`src/rtl/mem_arbiter_pkg.sv`:
```
`default_nettype none
// ===================================================================
// mem_arbiter_pkg : shared encodings for the CPU memory-port arbiter
// Revision        : 1.0
// ===================================================================
package mem_arbiter_pkg;

  typedef enum logic [2:0] {
    ST_IDLE = 3'b001,
    ST_REQ  = 3'b010,
    ST_RESP = 3'b100
  } state_t;

  typedef enum logic {
    OWN_INST = 1'b0,
    OWN_DATA = 1'b1
  } owner_t;

endpackage
`default_nettype wire

```
`src/rtl/mem_arbiter_arb_pick2.sv`:
```
`default_nettype none
// ===================================================================
// arb_pick2 : two-way fetch/data picker, fixed data priority or
//             round-robin on ties
// Revision  : 1.0
// ===================================================================
module arb_pick2
  import mem_arbiter_pkg::*;
(
  input  logic   req_inst,
  input  logic   req_data,
  input  owner_t last_grant,
  input  logic   priority_mode,
  output logic   grant_data
);

  always_comb begin
    grant_data = 1'b0;
    if (req_data && !req_inst) begin
      grant_data = 1'b1;
    end else if (req_data && req_inst) begin
      // On a tie without fixed priority, the side not served last wins.
      grant_data = priority_mode || (last_grant == OWN_INST);
    end
  end

endmodule
`default_nettype wire

```
`src/rtl/mem_arbiter.sv`:
```
`default_nettype none
// ===================================================================
// mem_arbiter : shares one memory port between CPU fetch and data
//               channels, one outstanding transaction at a time
// Revision    : 1.0
// ===================================================================
module mem_arbiter
  import mem_arbiter_pkg::*;
#(
  parameter int DATA_PRIORITY = 1,
  parameter int CNT_W         = 32
) (
  input  logic             clk,
  input  logic             rst,
  input  logic [31:0]      inst_addr,
  input  logic             inst_req_valid,
  output logic             inst_req_ack,
  output logic [31:0]      inst_rdata,
  output logic             inst_rvalid,
  input  logic             inst_rack,
  input  logic [31:0]      data_addr,
  input  logic             data_wen,
  input  logic             data_ren,
  input  logic [31:0]      data_wdata,
  input  logic [3:0]       data_wstrb,
  output logic             data_req_ack,
  output logic [31:0]      data_rdata,
  output logic             data_rvalid,
  input  logic             data_rack,
  output logic [31:0]      mem_addr,
  output logic             mem_wen,
  output logic             mem_ren,
  output logic [31:0]      mem_wdata,
  output logic [3:0]       mem_wstrb,
  input  logic             mem_req_ack,
  input  logic [31:0]      mem_rdata,
  input  logic             mem_rvalid,
  output logic             mem_rack,
  output logic [CNT_W-1:0] conflict_cnt
);

  state_t r_state;
  state_t w_state_nxt;
  owner_t r_owner;
  owner_t r_last_grant;

  logic w_inst_pend;
  logic w_data_pend;
  logic w_grant_data;
  logic w_owner_rack;

  assign w_inst_pend  = inst_req_valid;
  assign w_data_pend  = data_wen | data_ren;
  assign w_owner_rack = (r_owner == OWN_DATA) ? data_rack : inst_rack;

  assign inst_rdata = mem_rdata;
  assign data_rdata = mem_rdata;

  arb_pick2 u_pick (
    .req_inst      (w_inst_pend),
    .req_data      (w_data_pend),
    .last_grant    (r_last_grant),
    .priority_mode (DATA_PRIORITY != 0),
    .grant_data    (w_grant_data)
  );

  always_comb begin
    w_state_nxt  = r_state;
    inst_req_ack = 1'b0;
    data_req_ack = 1'b0;
    inst_rvalid  = 1'b0;
    data_rvalid  = 1'b0;
    mem_rack     = 1'b0;
    case (r_state)
      ST_IDLE: begin
        if (w_inst_pend || w_data_pend) w_state_nxt = ST_REQ;
      end
      ST_REQ: begin
        if (r_owner == OWN_DATA) data_req_ack = mem_req_ack;
        else                     inst_req_ack = mem_req_ack;
        // Writes have no response phase.
        if (mem_req_ack) w_state_nxt = mem_wen ? ST_IDLE : ST_RESP;
      end
      ST_RESP: begin
        if (r_owner == OWN_DATA) data_rvalid = mem_rvalid;
        else                     inst_rvalid = mem_rvalid;
        mem_rack = w_owner_rack;
        if (mem_rvalid && w_owner_rack) w_state_nxt = ST_IDLE;
      end
      default: w_state_nxt = ST_IDLE;
    endcase
  end

  always_ff @(posedge clk) begin
    if (rst) begin
      r_state      <= ST_IDLE;
      r_owner      <= OWN_INST;
      r_last_grant <= OWN_INST;
      mem_addr     <= 32'h0;
      mem_wdata    <= 32'h0;
      mem_wstrb    <= 4'h0;
      mem_wen      <= 1'b0;
      mem_ren      <= 1'b0;
      conflict_cnt <= '0;
    end else begin
      r_state <= w_state_nxt;
      case (r_state)
        ST_IDLE: begin
          if (w_inst_pend && w_data_pend) conflict_cnt <= conflict_cnt + CNT_W'(1);
          if (w_inst_pend || w_data_pend) begin
            r_owner      <= w_grant_data ? OWN_DATA : OWN_INST;
            r_last_grant <= w_grant_data ? OWN_DATA : OWN_INST;
            if (w_grant_data) begin
              mem_addr  <= data_addr;
              mem_wdata <= data_wdata;
              mem_wstrb <= data_wstrb;
              mem_wen   <= data_wen;
              mem_ren   <= data_ren & ~data_wen;
            end else begin
              mem_addr  <= inst_addr;
              mem_wdata <= 32'h0;
              mem_wstrb <= 4'h0;
              mem_wen   <= 1'b0;
              mem_ren   <= 1'b1;
            end
          end
        end
        ST_REQ: begin
          if (mem_req_ack) begin
            mem_wen <= 1'b0;
            mem_ren <= 1'b0;
          end
        end
        default: ;
      endcase
    end
  end

endmodule
`default_nettype wire
```
`config.mk`:
```
export PLATFORM = sky130hd
export DESIGN_NAME = mem_arbiter
export DESIGN_NICKNAME = d
export VERILOG_FILES = /design/src/rtl/mem_arbiter_pkg.sv /design/src/rtl/mem_arbiter_arb_pick2.sv /design/src/rtl/mem_arbiter.sv
export SDC_FILE = /design/constraint.sdc
export NUM_CORES = 1
export LEC_CHECK = 0
export ABC_AREA = 0
export BUFFER_PORTS_ARGS = -buffer_cell sky130_fd_sc_hd__buf_4
export CAP_MARGIN = 20
export CELL_PAD_IN_SITES_DETAIL_PLACEMENT = 0
export CELL_PAD_IN_SITES_GLOBAL_PLACEMENT = 1
export CORE_UTILIZATION = 32
export CTS_CLUSTER_SIZE = 24
export DETAILED_ROUTE_END_ITERATION = 10
export PLACE_DENSITY_LB_ADDON = 0.1
export SYNTH_ARGS = -nofsm -noshare
export SYNTH_HDL_FRONTEND = slang
export SYNTH_SLANG_ARGS = --single-unit
```
`constraint.sdc`:
```
create_clock -name clk -period 4.41 [get_ports clk]
set_input_delay 0.882 -clock clk [delete_from_list [all_inputs] [get_ports clk]]
set_output_delay 0.882 -clock clk [all_outputs]
set_load 0.02 [all_outputs]
```
==> results.txt <==
synth warn - 0
final hold vios - 0
Slew Limit Headroom - 48.7%
critical path startpoint - r_state[0]$_SDFFE_PP1P_
Setup WS pre-CTS - 1630 ps
DRT iter0 DRCs - 278
Clock Skews - 7.13 ps
Slew Limit Fails - 0
switching portion of total power - 29.2%
Max Clk Rate - 402 MHz
Hold Path Depth - 2
Placed Instance Area - 6140 µm²
Layout area overhead - 33.3%
Root Buffer Master - clkbuf_16
first-pass GRT wire length - 21000 µm
clock sink total - 106
Residual DRC - 11
VDD IR-drop max - 0.226 mV
Final Setup Violations - 0
placer congestion estimate - 0.761
vias in the first global route - 4127
CTS tree - done
initial antenna violation count - 0
Die Y - 125 µm
nets - 825
area leader, netlist - dfxtp_1
RSZ-0062 raised after global routing - no
Hold WC Path Type - reg2reg
global route total overflow - 0
P_sw - 803 µW
Worst-Skew Late Latency - 340 ps
worst r2r dst - conflict_cnt[31]$_SDFFE_PP0P_
post-synthesis cell count - 551
Distinct cells, synth - 33
r2r setup slk - 1920 ps
highest net fanout along the worst path - 16
Setup Total Neg Slack - 0 ps
Mapped Nets - 693
Setup crit start kind - flip-flop
max_cap viols - 0
drt wl/cell - 15.1 µm
Setup crit end - conflict_cnt[31]$_SDFFE_PP0P_
clk buf depth - 2
DRT Pass-1 Iters - 8
die area - 15700 µm²
htree depth - 3
worst setup path class - reg2reg
CP Data Required Time - 4650 ps
vias - 4226
Initial Util - 33.1%
pin count of the biggest net entering global routing - 72
reg-to-reg startpoint - r_state[0]$_SDFFE_PP1P_
IO Pins - 312
Via density - 4.85
area of the multi-input gates - 2110 µm²
Post-Syn Area - 4870 µm²
syn_area_per_cell - 8.84 µm²
outcome - finished, violations left
clock network power share - 34.1%
period utilisation layout - 56.4%
minimum clock period - 2490 ps
setup ws final - 1920 ps
final instance area - 6490 µm²
final wirelength - 13200 µm
critical path capture point type - flip-flop
commonest non-fill, non-tap cell in the layout - buf_4
port bufs - 215
ANT nets after route - 0
sequential cell area - 2120 µm²
antenna cell count - 0
row cnt - 44
CTS clk-pin slew, worst paths - 70 ps
hold-fix buffers at CTS - 0
area of the core - 14700 µm²
Synth area leaders - dfxtp_1, buf_4, nor2_1, mux2i_1, a22oi_1
worst-margin pin slew - 769 ps
total power - 2.75 mW
path depth of the worst reg2reg path - 5
CTS Buf Count - 9
failing checks - design-rule violations
DP HPWL - 9610 µm
Die Wd - 125 µm
PwrDens - 424 nW/µm²
GRT Total Usage - 16.8%
leakage power - 2.93 nW
setup bufs post-CTS - 0
layout cells sized above 1 - 35.3%
most frequent cells in the layout - buf_4, nor2_1, dfxtp_1
top cell type's share of synthesized area - 43.6%
flops & latches, synth - 106
CP arrival - 2730 ps
sequential share of power - 41.0%
Resize count post-CTS - 0
Seq/Total Area, Yosys - 43.6%
final core occ - 44.2%
fill cell count - 1461
Gate power share - 24.9%
Internal Pwr Total - 1.95 mW
final cells by class:
| class | count | area share [%] |
|---|---|---|
| Clock buffer | 12 | 3.95 |
| Sequential cell | 106 | 32.7 |
| Multi-Input combinational cell | 341 | 32.6 |
| Tap cell | 184 | 3.55 |
| Inverter | 5 | 0.289 |
| Clock inverter | 4 | 1.50 |
| Timing Repair Buffer | 220 | 25.4 |
power groups by stage:
stage / clock (mW) / combinational, mW / sequential, mW
2_1_floorplan: 0 / 0.371 / 1.25
3_3_place_gp: 0 / 0.692 / 1.14
3_5_place_dp: 0 / 0.698 / 1.15
4_1_cts: 0.971 / 0.698 / 1.13
5_1_grt: 1.01 / 0.746 / 1.14
6_report: 0.937 / 0.686 / 1.13
stage by stage:
stage                     hold slack (ps)  cells
after global placement                480    856
after floorplan                       514    551
after CTS                             506    872
after detailed placement              484    856
after global routing                  519    872
final                                 503    872
sequential cells by signal, indices dropped and copies added (netlist names):
| register | count |
|---|---|
| conflict_cnt | 32 |
| mem_wen | 1 |
| r_state | 3 |
| mem_ren | 1 |
| mem_wdata | 32 |
| mem_addr | 32 |
| mem_wstrb | 4 |
| r_owner | 1 |
critical path, stage by stage, from the launching register on:
cell and delay [ps]:
dfxtp_1 510, nor3b_4 500, nand4_4 330, or3_1 500, nor3_1 190, mux2_2 350
logic make-up (layout without fill, tap and decap cells):
| family | Yosys count | after routing | synth area share [%] |
|---|---|---|---|
| AO/OA/AOI/OAI | 83 | 83 | 12.1 |
| XOR/XNOR | 28 | 28 | 5.04 |
| adder cells (fa/ha/maj) | 1 | 1 | 0.257 |
| buffers and inverters | 104 | 241 | 13.3 |
| flip-flops | 106 | 106 | 43.6 |
| multiplexers | 34 | 34 | 7.04 |
| AND/OR/NAND/NOR | 195 | 195 | 18.6 |
cell usage after synthesis:
master and instances:
mux2i_1 32, nand4_1 4, a22oi_1 37, nand3_1 14, xnor2_1 19, or3b_2 1, nor2_1 113, nand4_4 1
o21ai_0 4, nor3b_4 1, buf_6 1, and4_1 4, inv_1 5, a211oi_1 33, clkbuf_1 25, and2_1 1
nand3b_1 2, and3_1 8, dfxtp_1 106, nor4_1 8, a21oi_1 9, nor3_1 15, nor2b_1 1, buf_4 64
ha_1 1, nand2b_1 2, xor2_1 9, or3_1 3, buf_2 9, mux2_2 2, or2_2 1, nand2_1 15
and2_0 1
layer usage:
layer  vias to the layer above  track usage [%]  part of all wire, %
met2                       173             28.2                   49
met3                        17             5.39                  8.4
met4                         0             7.25                  1.8
li1                       2106                -                    -
met1                      1930             19.8                   41
met5                         -                0                    0
worst min-delay path by stage:
| stage | from | slack [ps] | endpoint |
|---|---|---|---|
| global route | mem_addr[29]$_SDFFE_PP0P_ | 520 | mem_addr[29]$_SDFFE_PP0P_ |
| detailed placement | mem_wdata[12]$_SDFFE_PP0P_ | 480 | mem_wdata[12]$_SDFFE_PP0P_ |
| CTS | mem_addr[8]$_SDFFE_PP0P_ | 510 | mem_addr[8]$_SDFFE_PP0P_ |
| floorplan | r_state[0]$_SDFFE_PP1P_ | 510 | r_state[2]$_SDFFE_PP0P_ |
| finish | mem_wdata[13]$_SDFFE_PP0P_ | 500 | mem_wdata[13]$_SDFFE_PP0P_ |
| global placement | mem_wdata[17]$_SDFFE_PP0P_ | 480 | mem_wdata[17]$_SDFFE_PP0P_ |
(Power assumes the default switching activity.)
